[src/rtl/ifu_fetch.sv]
// ifu_fetch: multi-cycle instruction fetch stage for the npc core.
// Owns the PC, issues one word fetch at a time over a request/response port,
// hands the fetched word to the decoder, then waits for the next PC.
//
// Handshakes: a transfer happens on a rising edge where both the valid and
// the ready of a pair are high (mem_req_valid/mem_req_ready and
// inst_valid/inst_ready). A valid, once raised, stays high with stable
// payload until the transfer. mem_resp_valid and next_pc_valid are
// single-cycle qualifiers with no ready; they are acted on only in the
// states that expect them.
module ifu_fetch #(
  parameter int unsigned      WIDTH    = 32,
  parameter logic [WIDTH-1:0] RESET_PC = 32'h8000_0000,
  parameter int unsigned      TIMEOUT  = 255
) (
  input  logic             clk,
  input  logic             rst,
  output logic             mem_req_valid,
  input  logic             mem_req_ready,
  output logic [WIDTH-1:0] mem_req_addr,
  input  logic             mem_resp_valid,
  input  logic [31:0]      mem_resp_data,
  input  logic             mem_resp_err,
  output logic             inst_valid,
  input  logic             inst_ready,
  output logic [31:0]      inst,
  output logic [WIDTH-1:0] inst_pc,
  output logic             inst_fault,
  input  logic             next_pc_valid,
  input  logic [WIDTH-1:0] next_pc
);

  // The WAIT counter only has to reach TIMEOUT-1: it starts at 0 in the
  // first WAIT cycle, so the TIMEOUT-th WAIT cycle sees TIMEOUT-1.
  localparam int unsigned CNT_W = (TIMEOUT < 2) ? 1 : $clog2(TIMEOUT);
  localparam logic [CNT_W-1:0] CNT_LAST = CNT_W'(TIMEOUT - 1);

  typedef enum logic [1:0] {
    S_REQ  = 2'd0,
    S_WAIT = 2'd1,
    S_HOLD = 2'd2,
    S_EXEC = 2'd3
  } state_e;

  state_e           state_q, state_d;
  logic [WIDTH-1:0] pc_q, pc_d;
  logic [31:0]      inst_q, inst_d;
  logic             fault_q, fault_d;
  logic [CNT_W-1:0] cnt_q, cnt_d;
  logic             drop_q, drop_d;

  // State and datapath registers with synchronous reset.
  always_ff @(posedge clk) begin
    if (rst) begin
      state_q <= S_REQ;
      pc_q    <= RESET_PC;
      inst_q  <= '0;
      fault_q <= 1'b0;
      cnt_q   <= '0;
      drop_q  <= 1'b0;
    end else begin
      state_q <= state_d;
      pc_q    <= pc_d;
      inst_q  <= inst_d;
      fault_q <= fault_d;
      cnt_q   <= cnt_d;
      drop_q  <= drop_d;
    end
  end

  // Next-state logic: fetch sequencing, response capture, timeout and
  // the misaligned-next-PC shortcut straight back to HOLD.
  always_comb begin
    state_d = state_q;
    pc_d    = pc_q;
    inst_d  = inst_q;
    fault_d = fault_q;
    cnt_d   = cnt_q;
    drop_d  = drop_q;

    // After a timeout the abandoned response may still arrive in any
    // state; the first one seen is swallowed here.
    if (drop_q && mem_resp_valid) begin
      drop_d = 1'b0;
    end

    case (state_q)
      S_REQ: begin
        if (mem_req_ready) begin
          state_d = S_WAIT;
          cnt_d   = '0;
        end
      end
      S_WAIT: begin
        cnt_d = cnt_q + 1'b1;
        // A genuine response wins over an expiry in the same cycle.
        if (mem_resp_valid && !drop_q) begin
          inst_d  = mem_resp_err ? 32'd0 : mem_resp_data;
          fault_d = mem_resp_err;
          state_d = S_HOLD;
        end else if (cnt_q == CNT_LAST) begin
          inst_d  = 32'd0;
          fault_d = 1'b1;
          drop_d  = 1'b1;
          state_d = S_HOLD;
        end
      end
      S_HOLD: begin
        if (inst_ready) begin
          state_d = S_EXEC;
        end
      end
      S_EXEC: begin
        if (next_pc_valid) begin
          pc_d = next_pc;
          // A misaligned target is reported without touching memory.
          if (next_pc[1:0] != 2'b00) begin
            inst_d  = 32'd0;
            fault_d = 1'b1;
            state_d = S_HOLD;
          end else begin
            state_d = S_REQ;
          end
        end
      end
      default: state_d = S_REQ;
    endcase
  end

  // Handshake valids decode from the state and are masked during reset.
  always_comb begin
    mem_req_valid = !rst && (state_q == S_REQ);
    inst_valid    = !rst && (state_q == S_HOLD);
    mem_req_addr  = pc_q;
    inst_pc       = pc_q;
    inst          = inst_q;
    inst_fault    = fault_q;
  end

endmodule

[config.mk]
export PLATFORM = sky130hd
export DESIGN_NAME = ifu_fetch
export DESIGN_NICKNAME = d
export VERILOG_FILES = /design/src/rtl/ifu_fetch.sv
export SDC_FILE = /design/constraint.sdc
export NUM_CORES = 1
export LEC_CHECK = 0
export ABC_AREA = 1
export CAP_MARGIN = 5
export CORE_UTILIZATION = 38
export CTS_CLUSTER_SIZE = 12
export DETAILED_ROUTE_END_ITERATION = 6
export PLACE_DENSITY = 0.76
export SLEW_MARGIN = 5
export SYNTH_ARGS = -nofsm -noshare
export SYNTH_HDL_FRONTEND = slang
export SYNTH_SLANG_ARGS = --single-unit
[constraint.sdc]
create_clock -name clk -period 1.39 [get_ports clk]
set_input_delay 0.278 -clock clk [delete_from_list [all_inputs] [get_ports clk]]
set_output_delay 0.278 -clock clk [all_outputs]
set_load 0.02 [all_outputs]
==> results.py <==
metrics = {
    "outcome": {
        "outcome": "finished, violations left",
        "violations": "negative setup slack",
    },
    "grt": {
        "via_count_of_the_first_global_routing_pass": 3860,
        "global_route.usage.total": 0.2174,
        "grt_start_max_net_pins": 43,
        "gr-max-usage-layer": "met2",
        "gr-total-overflow": 0,
        "use_met3": 0.05130,
        "first_pass_grt_wire_length_mm": 17.53,
        "antenna_found_initial": 0,
        "met2_usage": 0.3877,
        "grt_util_met1": 0.2380,
    },
    "routing": {
        "vias": 4197,
        "detail-route-antenna-nets": 0,
        "remaining_drc_errors": 0,
        "viasPerCell": 4.669,
        "avgRoutedWirePerCell_um": 12.97,
        "drt_first_pass_iters": 5,
        "drt-total-wl_mm": 11.66,
        "first_iteration_detailed_routing_drc_count": 160,
    },
    "synth": {
        "synthDistinctLibCells": 23,
        "synth_fp_nets": 667,
        "ys_async_sr_fraction": 0,
        "syn-mean-instance-area_um2": 6.397,
        "postSynthCellCount": 594,
        "netlist_area_um2": 3800,
        "most_frequent_cells_after_synthesis": "152 x nor2_1, 98 x inv_1, 96 x nand2_1",
        "synthDominantCellAreaShare": 0.4004,
        "library_cell_with_the_highest_instance_count_after_synthesis": "nor2_1",
        "post-synth-top-area-cell": "dfxtp_1",
        "total_of_warnings_raised_by_yosys": 0,
        "largest_cells_by_area_after_synthesis": "dfxtp_1 40%, nor2_1 15%, inv_1 9.7%, nand2_1 9.5%, buf_4 6.3%",
        "synth_seq_area_share": 0.4004,
        "ys_dominant_reg_cell": "dfxtp_1",
        "synth_enable_flop_cells": 0,
        "postSynthRegisterBits": 76,
    },
    "power_and_ir_drop": {
        "fin_total_pwr_mw": 10.21,
        "leakage_nw": 3.221,
        "irDropWorstVdd_mv": 0.6698,
        "power_density_nw_per_um2": 1614,
    },
    "sta": {
        "number_of_endpoints_failing_setup_at_the_final_stage": 36,
        "slew_violations": 0,
        "worstMarginPinSlew_ns": 0.2574,
        "final-hold-violation-count": 0,
        "fin_crit_ns": 1.598,
        "post-route-period-util": 1.149,
        "achievable-frequency_mhz": 625.9,
        "relSlewSlack": 0.8291,
        "worst_clock_skew_ns": 0.009642,
        "final.setup.tns_ns": -5.352,
        "finalWorstSetupSlack_ns": -0.2076,
        "rsz0062_at_grt": "yes",
    },
    "placed_design": {
        "place.gp.congestion": 0.7981,
        "placed_area_um2": 5619,
        "hpwl_mm": 7.638,
        "place.port_buffers": 169,
        "dpl.cell_count": 866,
    },
    "layout": {
        "layout.nets": 836,
        "drive_gt1_frac": 0.2037,
        "stdcell_count": 899,
        "layout.core_utilization": 0.6503,
        "insertedDiodeCount": 0,
        "area_delta_synth_final_pct": 66.51,
        "filler_cell_count": 866,
        "finish.instance_area_um2": 6327,
    },
    "setup_path": {
        "timing.reg2reg.setup_slack_ns": -0.21,
        "timing_worst_setup_path_type": "reg2reg",
        "worstPathMaxFanout": 5,
        "cp_launch_type": "flop",
        "critPathRequiredTime_ns": 1.68,
        "worstPathArrival_ns": 1.88,
        "crit_path_end_kind": "flop",
    },
    "floorplanning": {
        "die_w_um": 102,
        "die-area_um2": 10400,
        "chipHeight_um": 102,
        "io_pins": 170,
        "floorplan.initialDensity": 0.3906,
        "core-area_um2": 9729,
        "fp-row-count": 36,
    },
    "clock_network": {
        "clock_sink_count": 76,
        "tritoncts": "built",
        "cts-root-buf": "clkbuf_8",
        "cts_made_buffers": 9,
        "clkLatencyLatePin_ns": 0.35,
        "cts-hold-fix-buffers": 0,
        "cts_max_path_buffers": 2,
        "cts.htree.levels": 3,
        "worst_setup_hold_path_clk_slew_ns": 0.08,
    },
    "hold_path": {
        "hp-class": "in2reg",
    },
    "flow_run": {
        "max_cap_viols": 0,
    },
}
-- metal layers --
metal  part of all wire  up-vias
met5                  0        -
met4              0.029        0
met3              0.067       32
met2               0.51      165
met1               0.39     1903
li1                   -     2097
-- critical path: stages, from the launching register on --
cell	delay [ns]
dfxtp_2	0.33
inv_2	0.06
ha_4	0.12
nand2_2	0.05
nor2_2	0.15
nand2_1	0.09
nand2_2	0.10
nand3_4	0.12
buf_6	0.16
clkbuf_16	0.15
nand2_4	0.05
nand2_2	0.04
nor2_1	0.11
-- power breakdown --
part / internal, mW / switching (mW)
sequential: 2.65 / 0.284
clock: 1.17 / 0.821
combinational: 2.38 / 2.91
total: 6.20 / 4.01
-- final timing paths --
kind | from | end | cells after the start
worst max register to register | cnt_q[0] | inst[6] | 12
worst max-delay path | cnt_q[0] | inst[6] | 12
worst min register to register | cnt_q[4] | cnt_q[4] | 2
worst min-delay path | rst | drop_q | 3
-- kinds of logic after synthesis --
family          count (synthesis)  synth area share
compound gates                 49           0.06684
buf+inv                       163            0.1946
flops                          76            0.4004
simple gates                  304            0.3316
fa+ha+maj                       2          0.006584
-- stage by stage --
step	setup WS (ns)	hold slack, ns
2_1_floorplan	0.01308	0.4044
3_3_place_gp	-0.4077	0.4566
3_5_place_dp	-0.4305	0.4596
4_1_cts	-0.1702	0.4727
5_1_grt	-0.2794	0.3893
6_report	-0.2076	0.3797
-- state kept, by name, summed over array words and instances, names as in the netlist --
| register | count |
|---|---|
| cnt_q | 8 |
| drop_q | 1 |
| inst | 32 |
| inst_fault | 1 |
| inst_pc | 32 |
| state_q | 2 |
-- layout by cell type, fill, tap and decap left out, types with 21 or more instances in the layout --
| cell | instances |
|---|---|
| nand4_1 | 22 |
| dlygate4sd2_1 | 65 |
| o21ai_0 | 36 |
| nand2_1 | 58 |
| nand2_2 | 21 |
| nand3_1 | 26 |
| nor2_1 | 136 |
| buf_4 | 31 |
| clkdlybuf4s50_1 | 69 |
| inv_1 | 82 |
| dfxtp_1 | 72 |
| clkdlybuf4s15_1 | 31 |
-- area by class of cell --
class	instances	area, um^2	share of cell area
clock buffer	9	123.9	0.01958
sequential	76	1529	0.2416
inverter	100	377.9	0.05972
clock inverter	5	102.6	0.01622
timing repair buffer	221	2211	0.3494
multi-input combinational	355	1817	0.2871
tap	133	166.4	0.02630
-- what timing repair did --
| action | in CTS | in global routing |
|---|---|---|
| pin swaps | 14 | 23 |
| gates cloned | 3 | 3 |
| setup buffers | 9 | 7 |
| gates resized for setup | 138 | 122 |
| endpoints found under the setup margin | 163 | 98 |
| endpoints found under the hold margin | 0 | 0 |
No activity file was read; power rests on OpenSTA's default activity.
